**src/rtl/clock_pkg.sv**
```systemverilog
// Shared types, reset constants and BCD helpers for the wall-clock alarm stage.
// Times are 12-hour BCD: hour 01..12, minute 00..59, plus a PM flag.
package clock_pkg;

  typedef logic [7:0] bcd8_t;

  typedef enum logic [1:0] {
    DISARMED = 2'd0,
    ARMED    = 2'd1,
    RINGING  = 2'd2,
    SNOOZE   = 2'd3
  } alarm_state_e;

  localparam bcd8_t RESET_HH = 8'h12;
  localparam bcd8_t RESET_MM = 8'h00;

  // Both nibbles are checked, so 0x0A or 0x5F are rejected as well.
  function automatic logic bcd_time_legal(input bcd8_t hh, input bcd8_t mm);
    logic hh_ok;
    logic mm_ok;
    hh_ok = ((hh[7:4] == 4'd0) && (hh[3:0] >= 4'd1) && (hh[3:0] <= 4'd9)) ||
            ((hh[7:4] == 4'd1) && (hh[3:0] <= 4'd2));
    mm_ok = (mm[7:4] <= 4'd5) && (mm[3:0] <= 4'd9);
    return hh_ok && mm_ok;
  endfunction

  function automatic logic [6:0] bcd_to_bin(input bcd8_t v);
    return 7'(v[7:4]) * 7'd10 + 7'(v[3:0]);
  endfunction

  // Valid for 0..99.
  function automatic bcd8_t bin_to_bcd(input logic [6:0] v);
    logic [3:0] tens;
    tens = 4'd0;
    for (int i = 1; i <= 9; i++) begin
      if (v >= 7'(i * 10)) tens = 4'(i);
    end
    return {tens, 4'(v - 7'(tens) * 7'd10)};
  endfunction

endpackage

```
**src/rtl/alarm_unit_if.sv**
```systemverilog
// Bundle between the wall clock / user controls and the alarm stage.
// set_valid, stop and snooze are single-cycle strobes with no ready: the alarm
// accepts every strobe in the cycle it is high, so the sender never waits.
interface alarm_unit_if;
  import clock_pkg::*;

  logic         ena;
  bcd8_t        hh;
  bcd8_t        mm;
  bcd8_t        ss;
  logic         pm;
  logic         arm_en;
  logic         set_valid;
  bcd8_t        set_hh;
  bcd8_t        set_mm;
  logic         set_pm;
  logic         stop;
  logic         snooze;

  logic         ring;
  logic         snoozing;
  logic         set_err;
  bcd8_t        alm_hh;
  bcd8_t        alm_mm;
  logic         alm_pm;
  alarm_state_e dbg_state;

  modport master (
    output ena, hh, mm, ss, pm, arm_en, set_valid, set_hh, set_mm, set_pm, stop, snooze,
    input  ring, snoozing, set_err, alm_hh, alm_mm, alm_pm, dbg_state
  );

  modport slave (
    input  ena, hh, mm, ss, pm, arm_en, set_valid, set_hh, set_mm, set_pm, stop, snooze,
    output ring, snoozing, set_err, alm_hh, alm_mm, alm_pm, dbg_state
  );

endinterface

```
**src/rtl/bcd_time_add.sv**
```systemverilog
// Combinational 12-hour BCD add of a fixed number of minutes, with hour
// carry (12 -> 01 keeps PM, 11 -> 12 toggles PM).
module bcd_time_add
  import clock_pkg::*;
#(
  parameter int unsigned ADD_MIN = 5
) (
  input  bcd8_t hh_i,
  input  bcd8_t mm_i,
  input  logic  pm_i,
  output bcd8_t hh_o,
  output bcd8_t mm_o,
  output logic  pm_o
);

  logic [6:0] mm_raw;
  logic [6:0] mm_wrap;
  logic       carry;
  logic [6:0] hh_bin;
  logic [6:0] hh_inc;

  always_comb begin
    mm_raw  = bcd_to_bin(mm_i) + 7'(ADD_MIN);
    carry   = (mm_raw >= 7'd60);
    mm_wrap = carry ? (mm_raw - 7'd60) : mm_raw;
    hh_bin  = bcd_to_bin(hh_i);
    hh_inc  = hh_bin;
    pm_o    = pm_i;
    if (carry) begin
      if (hh_bin == 7'd12) begin
        hh_inc = 7'd1;
      end else begin
        hh_inc = hh_bin + 7'd1;
        if (hh_inc == 7'd12) pm_o = ~pm_i;
      end
    end
    hh_o = bin_to_bcd(hh_inc);
    mm_o = bin_to_bcd(mm_wrap);
  end

endmodule

```
**src/rtl/alarm_unit.sv**
```systemverilog
// Alarm stage behind the 12-hour BCD wall clock: stored alarm time, ring with
// automatic timeout, stop, and a single fixed-length snooze.
module alarm_unit
  import clock_pkg::*;
#(
  parameter int unsigned RING_SECS  = 60,
  parameter int unsigned SNOOZE_MIN = 5
) (
  input logic         clk,
  input logic         reset_n,
  alarm_unit_if.slave bus
);

  alarm_state_e state_q, state_d;
  bcd8_t        alm_hh_q, alm_hh_d;
  bcd8_t        alm_mm_q, alm_mm_d;
  logic         alm_pm_q, alm_pm_d;
  bcd8_t        tgt_hh_q, tgt_hh_d;
  bcd8_t        tgt_mm_q, tgt_mm_d;
  logic         tgt_pm_q, tgt_pm_d;
  logic [7:0]   cnt_q, cnt_d;
  logic         match_q;
  logic         ring_q, snoozing_q, set_err_q;
  logic         set_err_d;

  logic         match;
  logic         hit;
  logic         set_legal;
  bcd8_t        snz_hh;
  bcd8_t        snz_mm;
  logic         snz_pm;

  bcd_time_add #(
    .ADD_MIN (SNOOZE_MIN)
  ) u_add (
    .hh_i (bus.hh),
    .mm_i (bus.mm),
    .pm_i (bus.pm),
    .hh_o (snz_hh),
    .mm_o (snz_mm),
    .pm_o (snz_pm)
  );

  // Edge detect so a clock parked on the target second rings only once.
  assign match = (bus.hh == tgt_hh_q) && (bus.mm == tgt_mm_q) &&
                 (bus.pm == tgt_pm_q) && (bus.ss == 8'h00);
  assign hit       = match && !match_q;
  assign set_legal = bcd_time_legal(bus.set_hh, bus.set_mm);

  always_comb begin
    state_d   = state_q;
    cnt_d     = cnt_q;
    alm_hh_d  = alm_hh_q;
    alm_mm_d  = alm_mm_q;
    alm_pm_d  = alm_pm_q;
    tgt_hh_d  = tgt_hh_q;
    tgt_mm_d  = tgt_mm_q;
    tgt_pm_d  = tgt_pm_q;
    set_err_d = 1'b0;

    if (bus.set_valid) begin
      if (set_legal) begin
        alm_hh_d = bus.set_hh;
        alm_mm_d = bus.set_mm;
        alm_pm_d = bus.set_pm;
      end else begin
        set_err_d = 1'b1;
      end
    end

    unique case (state_q)
      DISARMED: begin
        if (bus.arm_en) state_d = ARMED;
      end
      ARMED: begin
        if (hit) begin
          state_d = RINGING;
          cnt_d   = 8'd0;
        end
      end
      RINGING: begin
        if (bus.stop) begin
          state_d = ARMED;
        end else if (bus.snooze) begin
          state_d  = SNOOZE;
          tgt_hh_d = snz_hh;
          tgt_mm_d = snz_mm;
          tgt_pm_d = snz_pm;
        end else if (bus.ena) begin
          if (cnt_q == 8'(RING_SECS - 1)) state_d = ARMED;
          else                            cnt_d   = cnt_q + 8'd1;
        end
      end
      SNOOZE: begin
        if (bus.stop) begin
          state_d = ARMED;
        end else if (hit) begin
          state_d = RINGING;
          cnt_d   = 8'd0;
        end
      end
      default: state_d = DISARMED;
    endcase

    if (bus.set_valid && set_legal) state_d = ARMED;
    if (!bus.arm_en)                state_d = DISARMED;

    // Outside RINGING/SNOOZE the target tracks the stored alarm, which also
    // covers the reload on every entry into ARMED.
    if ((state_d == ARMED) || (state_d == DISARMED)) begin
      tgt_hh_d = alm_hh_d;
      tgt_mm_d = alm_mm_d;
      tgt_pm_d = alm_pm_d;
    end
  end

  always_ff @(posedge clk or negedge reset_n) begin
    if (!reset_n) begin
      state_q    <= DISARMED;
      alm_hh_q   <= RESET_HH;
      alm_mm_q   <= RESET_MM;
      alm_pm_q   <= 1'b0;
      tgt_hh_q   <= RESET_HH;
      tgt_mm_q   <= RESET_MM;
      tgt_pm_q   <= 1'b0;
      cnt_q      <= 8'd0;
      match_q    <= 1'b0;
      ring_q     <= 1'b0;
      snoozing_q <= 1'b0;
      set_err_q  <= 1'b0;
    end else begin
      state_q    <= state_d;
      alm_hh_q   <= alm_hh_d;
      alm_mm_q   <= alm_mm_d;
      alm_pm_q   <= alm_pm_d;
      tgt_hh_q   <= tgt_hh_d;
      tgt_mm_q   <= tgt_mm_d;
      tgt_pm_q   <= tgt_pm_d;
      cnt_q      <= cnt_d;
      match_q    <= match;
      ring_q     <= (state_d == RINGING);
      snoozing_q <= (state_d == SNOOZE);
      set_err_q  <= set_err_d;
    end
  end

  assign bus.ring      = ring_q;
  assign bus.snoozing  = snoozing_q;
  assign bus.set_err   = set_err_q;
  assign bus.alm_hh    = alm_hh_q;
  assign bus.alm_mm    = alm_mm_q;
  assign bus.alm_pm    = alm_pm_q;
  assign bus.dbg_state = state_q;

endmodule

```
**src/flat_wrapper.sv**
```systemverilog
// flat-port wrapper written by rule: the top's interface ports become plain ports
module alarm_unit_flat import clock_pkg::*;
#(
  parameter int unsigned RING_SECS  = 60,
  parameter int unsigned SNOOZE_MIN = 5
)
  (clk, reset_n, bus_ena, bus_hh, bus_mm, bus_ss, bus_pm, bus_arm_en, bus_set_valid, bus_set_hh, bus_set_mm, bus_set_pm, bus_stop, bus_snooze, bus_ring, bus_snoozing, bus_set_err, bus_alm_hh, bus_alm_mm, bus_alm_pm, bus_dbg_state);
  alarm_unit_if bus_i ();
  input logic clk;
  input logic reset_n;
  input wire logic [$bits(bus_i.ena)-1:0] bus_ena;
  input wire logic [$bits(bus_i.hh)-1:0] bus_hh;
  input wire logic [$bits(bus_i.mm)-1:0] bus_mm;
  input wire logic [$bits(bus_i.ss)-1:0] bus_ss;
  input wire logic [$bits(bus_i.pm)-1:0] bus_pm;
  input wire logic [$bits(bus_i.arm_en)-1:0] bus_arm_en;
  input wire logic [$bits(bus_i.set_valid)-1:0] bus_set_valid;
  input wire logic [$bits(bus_i.set_hh)-1:0] bus_set_hh;
  input wire logic [$bits(bus_i.set_mm)-1:0] bus_set_mm;
  input wire logic [$bits(bus_i.set_pm)-1:0] bus_set_pm;
  input wire logic [$bits(bus_i.stop)-1:0] bus_stop;
  input wire logic [$bits(bus_i.snooze)-1:0] bus_snooze;
  output wire logic [$bits(bus_i.ring)-1:0] bus_ring;
  output wire logic [$bits(bus_i.snoozing)-1:0] bus_snoozing;
  output wire logic [$bits(bus_i.set_err)-1:0] bus_set_err;
  output wire logic [$bits(bus_i.alm_hh)-1:0] bus_alm_hh;
  output wire logic [$bits(bus_i.alm_mm)-1:0] bus_alm_mm;
  output wire logic [$bits(bus_i.alm_pm)-1:0] bus_alm_pm;
  output wire logic [$bits(bus_i.dbg_state)-1:0] bus_dbg_state;
  assign bus_i.ena = bus_ena;
  assign bus_i.hh = bus_hh;
  assign bus_i.mm = bus_mm;
  assign bus_i.ss = bus_ss;
  assign bus_i.pm = bus_pm;
  assign bus_i.arm_en = bus_arm_en;
  assign bus_i.set_valid = bus_set_valid;
  assign bus_i.set_hh = bus_set_hh;
  assign bus_i.set_mm = bus_set_mm;
  assign bus_i.set_pm = bus_set_pm;
  assign bus_i.stop = bus_stop;
  assign bus_i.snooze = bus_snooze;
  assign bus_ring = bus_i.ring;
  assign bus_snoozing = bus_i.snoozing;
  assign bus_set_err = bus_i.set_err;
  assign bus_alm_hh = bus_i.alm_hh;
  assign bus_alm_mm = bus_i.alm_mm;
  assign bus_alm_pm = bus_i.alm_pm;
  assign bus_dbg_state = bus_i.dbg_state;
  alarm_unit #(.RING_SECS(RING_SECS), .SNOOZE_MIN(SNOOZE_MIN)) u_core (.clk(clk), .reset_n(reset_n), .bus(bus_i));
endmodule
```
**config.mk**
```make
export PLATFORM = sky130hd
export DESIGN_NAME = alarm_unit_flat
export DESIGN_NICKNAME = d
export VERILOG_FILES = /design/src/rtl/clock_pkg.sv /design/src/rtl/alarm_unit_if.sv /design/src/rtl/bcd_time_add.sv /design/src/rtl/alarm_unit.sv /design/src/flat_wrapper.sv
export SDC_FILE = /design/constraint.sdc
export NUM_CORES = 1
export LEC_CHECK = 0
export ABC_CLOCK_PERIOD_IN_PS = 2300
export CAP_MARGIN = 0
export CORE_MARGIN = 4
export CORE_UTILIZATION = 45
export DETAILED_ROUTE_END_ITERATION = 8
export HOLD_SLACK_MARGIN = 0.05
export PLACE_DENSITY_LB_ADDON = 0.08
export SETUP_SLACK_MARGIN = 0.3
export SYNTH_ARGS = -nofsm -noshare
export SYNTH_HDL_FRONTEND = slang
export SYNTH_SLANG_ARGS = --single-unit
```
**constraint.sdc**
```tcl
create_clock -name clk -period 2.3 [get_ports clk]
set_clock_uncertainty 0.15 [all_clocks]
set_input_delay 0.46 -clock clk [delete_from_list [all_inputs] [get_ports clk]]
set_output_delay 0.46 -clock clk [all_outputs]
set_load 0.05 [all_outputs]
```
==> results of run 1 <==
==> registers in the layout, summed over array words and instances (netlist names) <==
name,flops
u_core.tgt_pm_q,1
u_core.bus.ring,1
u_core.tgt_hh_q,8
u_core.bus.alm_mm,8
u_core.match_q,1
u_core.bus.dbg_state,2
u_core.bus.snoozing,1
u_core.tgt_mm_q,8
u_core.bus.alm_hh,8
u_core.cnt_q,8
u_core.bus.set_err,1
u_core.bus.alm_pm,1
==> worst paths after layout <==
kind                            slack [ns]  cells after the start                   end
worst max register to register       -0.32                     12    u_core.tgt_mm_q[3]
worst min register to register        0.38                      2    u_core.tgt_hh_q[4]
worst max-delay path                 -2.54                     24    u_core.tgt_mm_q[3]
worst min-delay path                   0.1                      2       u_core.cnt_q[7]
min in group clk                      0.34                      2  u_core.bus.alm_mm[3]
max in group asynchronous             1.49                      2    u_core.tgt_mm_q[1]
==> cell type report <==
type                    count  area, um2  area share
clock buffers               6       72.6     0.00923
multi-input cells         373       3780       0.481
flip-flops and latches     48       1210       0.153
clock inverters             2       60.1     0.00764
well taps                 129        161      0.0205
repair inverters            1       7.51    0.000955
inverters                  28        118      0.0150
repair buffers            274       2460       0.313
==> routing by layer <==
| metal | wire length, um | share of wire | global-route usage | up-vias |
|---|---|---|---|---|
| met5 | 0 | 0 | 0 | - |
| met4 | 617 | 0.035 | 0.0637 | 0 |
| met3 | 927 | 0.053 | 0.0435 | 56 |
| met2 | 9310 | 0.53 | 0.515 | 219 |
| met1 | 6670 | 0.38 | 0.333 | 2498 |
| li1 | - | - | - | 2237 |
==> cell families (layout without fill, tap and decap cells) <==
kind of cell,Yosys count,in the layout,share of synthesized area
AOI/OAI and AO/OA,125,125,0.226
xor gates and xnor gates,39,39,0.0898
adders and majority gates,30,30,0.0962
buffers and inverters,44,311,0.0443
DFF,48,48,0.283
muxes,28,28,0.0722
and+or+nand+nor,151,151,0.189
==> worst register-to-register path, delay by kind of cell (launching register included) <==
family                 cells  cell delay [ns]
AND/OR/NAND/NOR            7             1.16
multiplexers               1             0.17
XOR/XNOR                   1             0.21
buffers and inverters      2             0.33
AO/OA/AOI/OAI              1             0.09
flip-flops                 1             0.41
==> timing repair <==
action / in CTS / in global routing
gates resized for setup: 248 / 69
gates cloned: 3 / 0
endpoints found under the setup margin: 67 / 47
pin swaps: 92 / 42
buffers inserted: 40 / 20
==> cells in the final DEF, fill, tap and decap left out, types with 7 or more instances in the layout <==
cell / instances
xnor2_1: 17
o21a_1: 9
buf_4: 145
nand3_1: 12
ha_4: 15
nand2_1: 21
o21ai_1: 7
buf_6: 56
nor2_1: 27
mux2i_1: 7
ha_1: 9
a21oi_1: 14
xor2_1: 10
o21ai_0: 7
mux2_4: 16
o211ai_1: 9
inv_1: 20
inv_2: 7
dlygate4sd2_1: 37
a21oi_2: 10
dfrtp_1: 44
buf_2: 8
clkdlybuf4s50_1: 10
nand4_1: 14
==> through the flow <==
stage               total power (W)  std cells  TNS (ns)  worst slack (ns)  utilization
CTS                         0.00499        841    -23.52             -2.33        0.803
finish                      0.00566        861    -26.48             -2.54        0.851
floorplan                   0.00266        465    -23.80             -2.38            -
detailed placement          0.00378        790    -51.17             -3.14        0.693
global placement            0.00372        790    -49.97             -3.06        0.693
global route                0.00590        861    -29.26             -2.69        0.851
==> power breakdown <==
group / leakage, nW / internal (W) / switching (W)
Clock: 0.0654 / 0.000435 / 0.000290
Sequential: 0.637 / 0.000902 / 0.0000432
Combinational: 2.85 / 0.00202 / 0.00197
==> impl_metrics.ini, run 1 <==
[finish]
areaGrowthSynthToFinish_pct = 84.4
drive_gt1_frac = 0.540
nets = 809
diodes = 0
fill_cells = 458
final_area_um2 = 7870

[die]
die_width_um = 105
start_util = 0.462
dieArea_um2 = 11100
die_h_um = 105
core_area_um2 = 9240
std_cell_rows = 35
io_pins = 71

[sta]
worst_hold_slack_ns = 0.0999
setup_viol = 27
hold_viol = 0
fmax_mhz = 207
fin_crit_ns = 4.84
slew_headroom = 0.591
slew_violations = 0
rsz0062_at_grt = yes
fin_crit_sh = 2.11
setup_ws_ns = -2.54
worst_pin_slew_ns = 0.614

[clock_network]
htree_levels = 2
path_clk_slew_ns = 0.10
clock-root-buffer = clkbuf_8
clock_path_buffers = 2
ctsHoldBuffers = 0
cts_inserted_buffers = 5
cts.sinks = 48
cts_tree = built
insertion_delay_ns = 0.30

[synth]
async_flop_share = 1.00
syn_nets = 543
synth.area.top_cells = dfrtp_1, ha_1, mux2_2, xnor2_1, a21oi_1
seq_area_frac_synth = 0.283
synth-edff-count = 0
synth_flop_cell = dfrtp_1
synthCells = 465
synth.distinct_cells = 85
yosys_warnings = 0
synth-seq-cells = 48
yosys.area.top_type = dfrtp_1
syn-cell-area_um2 = 4270
yosys-top-cells-count = dfrtp_1, nor2_1, nand2_1, a21oi_1, inv_1
post-synth-top-count-cell = dfrtp_1
synth_top_cell_area_share = 0.258
syn_avg_cell_area_um2 = 9.17

[worst_setup_path]
worstReg2RegStart = u_core.tgt_mm_q[7]
worst-path-max-fanout = 4
path_delay_family = adder cells
worst-path-buf-inv = 6
critical_path.endpoint_type = flop
cpMaxStageDelayCell = fa_1
cpMostUsedCell = ha_4
crit_type = in -> reg
crit_required_ns = 2.34
crit_start = bus_mm[5]
arrival_ns = 4.88
slowest_delay_ns = 0.48
start_kind = input port
crit_chain = buf_8, ha_4, ha_4, inv_2, fa_1, nand3b_1, o22ai_4, xor2_4, buf_6, buf_8, and2_4, mux2i_4, buf_6, o21ai_0, o211ai_1, o211ai_1, inv_1, ha_4, fa_2, nor2_2, mux2i_1, a211o_1, mux2i_1, nor2_1

[route]
routedWlPerCell_um = 20.4
avgViaCountPerCell = 5.82
routed_wirelength_mm = 17.5
drcViolationCount = 0
dr.pass1.iters = 5
antenna_left = 0
vias = 5010
drt_iter0_drc = 307

[power_and_ir_drop]
leakage_nw = 3.56
ir_drop_v = 0.000349
power.density_nw_per_um2 = 720

[run]
drv_cap = 0

[grt]
grt_start_max_net_pins = 49
grt_pass1_vias = 5035
gr-usage-all-layers = 0.277
antenna_found_initial = 0
grt_pass1_wl_mm = 25.0
overflow = 0

[place]
place_area_um2 = 6410
dpl.hpwl_mm = 10.6
portBuffers = 70
place_congestion = 0.861

[hold_path]
min_path_type = in -> async

[outcome]
status = finished, violations left
violations = setup timing
(Power assumes the default switching activity.)
==> run 2: changes to the inputs <==
--- a/config.mk
+++ b/config.mk
@@ -7,6 +7,7 @@
 export LEC_CHECK = 0
 export ABC_CLOCK_PERIOD_IN_PS = 2300
 export CAP_MARGIN = 0
+export CORE_ASPECT_RATIO = 0.75
 export CORE_MARGIN = 4
 export CORE_UTILIZATION = 45
 export DETAILED_ROUTE_END_ITERATION = 8
==> impl_metrics.ini, run 2 (synthesis results as in run 1) <==
[grt]
grt_pass1_wl_mm = 25.7
antenna_found_initial = 0
grt_pass1_vias = 5048
overflow = 0
gr-usage-all-layers = 0.288
grt_start_max_net_pins = 27

[worst_setup_path]
cpMostUsedCell = ha_4
cpMaxStageDelayCell = fa_2
crit_type = in -> reg
critical_path.endpoint_type = flop
worst-path-max-fanout = 6
crit_chain = buf_2, ha_4, ha_4, ha_4, buf_4, and3_1, o21ai_1, buf_4, o2111a_2, buf_6, buf_6, o21ai_4, and2_4, mux2i_1, o22a_1, o211ai_1, inv_1, ha_4, fa_2, nor2_2, mux2i_2, a211o_1, mux2i_1, nor2_1
path_delay_family = adder cells
crit_required_ns = 2.33
slowest_delay_ns = 0.40
arrival_ns = 4.88
start_kind = input port
worst-path-buf-inv = 6

[die]
std_cell_rows = 30
core_area_um2 = 9160
start_util = 0.466
io_pins = 71
die_h_um = 92.3
dieArea_um2 = 11100
die_width_um = 120

[place]
place_congestion = 0.921
portBuffers = 70
dpl.hpwl_mm = 10.7
place_area_um2 = 6460

[finish]
seq_area_um2 = 1210
areaGrowthSynthToFinish_pct = 87.5
fill_cells = 459
final_area_um2 = 8000
drive_gt1_frac = 0.558
final_cell_mix = buf_4, buf_6, dfrtp_1
diodes = 0
nets = 831
multi_input_area_um2 = 3750
mostFrequentLayoutCell = buf_4

[power_and_ir_drop]
ir_drop_v = 0.000407
power.density_nw_per_um2 = 752
pwr-share-clk = 0.142
p_total_w = 0.00602
pwr-share-seq = 0.157
leakage_nw = 3.62
p_switching_w = 0.00246
swShare = 0.409
p_comb_frac = 0.701
intPower_w = 0.00355

[run]
drv_cap = 0

[clock_network]
clock_path_buffers = 2
path_clk_slew_ns = 0.07
htree_levels = 2
insertion_delay_ns = 0.29
clock-root-buffer = clkbuf_16
cts.sinks = 48
cts_inserted_buffers = 5
cts_tree = built

[route]
vias = 5242
routedWlPerCell_um = 21.7
avgViaCountPerCell = 5.94
drt_iter0_drc = 544
dr.pass1.iters = 5
antenna_left = 0
routed_wirelength_mm = 19.1
drcViolationCount = 0

[sta]
rsz0062_at_grt = yes
slew_headroom = 0.608
slew_violations = 0
setup_ws_ns = -2.55
fmax_mhz = 206
setup_viol = 29
hold_viol = 0
worst_pin_slew_ns = 0.587
fin_crit_ns = 4.85
fin_crit_sh = 2.11

[hold_path]
min_path_type = reg -> reg

[outcome]
violations = setup timing
status = finished, violations left
## run 2: path summary, 6_finish.rpt
path	to	cells past startpoint	slack (ns)	start
hold reg to reg	u_core.cnt_q[0]	1	0.37	u_core.cnt_q[0]
min in group asynchronous	u_core.bus.ring	2	0.57	reset_n
hold / removal	u_core.cnt_q[0]	1	0.37	u_core.cnt_q[0]
setup reg to reg	u_core.tgt_mm_q[3]	12	-0.32	u_core.tgt_mm_q[0]
max in group asynchronous	u_core.tgt_hh_q[6]	3	0.80	reset_n
setup / recovery	u_core.tgt_mm_q[3]	24	-2.55	bus_mm[6]
## run 2: what timing repair did
action / in CTS / in global routing
hold endpoints to repair: 18 / 0
buffers inserted: 53 / 24
cloned: 2 / 0
hold buffers: 1 / 0
setup endpoints to repair: 67 / 47
resized for setup: 245 / 71
pin swaps: 89 / 35
## run 2: layer usage
metal  vias up  routed length (um)  track usage
met3        77                1360       0.0519
met5         -                   0            0
li1       2290                   -            -
met4         0                 739       0.0500
met1      2594                7580        0.390
met2       281                9450        0.489
## run 2: area by class of cell
cell class,instances,area share
clock buffer,5,0.0156
multi-input combinational,373,0.469
sequential,48,0.151
inverter,28,0.0141
clock inverter,3,0.00532
timing repair buffer,296,0.324
timing repair inverter,1,0.000939
tap,128,0.0200
## run 2: stage by stage
step | hold slack [ns] | cells | TNS [ns] | utilization | worst slack [ns]
6_report | 0.373 | 882 | -29.96 | 0.873 | -2.55
3_3_place_gp | 0.312 | 794 | -51.16 | 0.705 | -3.13
4_1_cts | 0.364 | 858 | -25.24 | 0.825 | -2.41
3_5_place_dp | 0.321 | 794 | -52.65 | 0.705 | -3.21
2_1_floorplan | 0.0144 | 465 | -23.80 | - | -2.38
5_1_grt | 0.387 | 882 | -32.67 | 0.873 | -2.65
## run 2: power groups by stage
stage / Sequential [W] / Combinational, W / Clock [W]
floorplan: 0.00104 / 0.00162 / 0
global placement: 0.000949 / 0.00279 / 0
detailed placement: 0.000952 / 0.00282 / 0
CTS: 0.000937 / 0.00351 / 0.000844
global route: 0.000947 / 0.00441 / 0.000882
finish: 0.000944 / 0.00422 / 0.000857
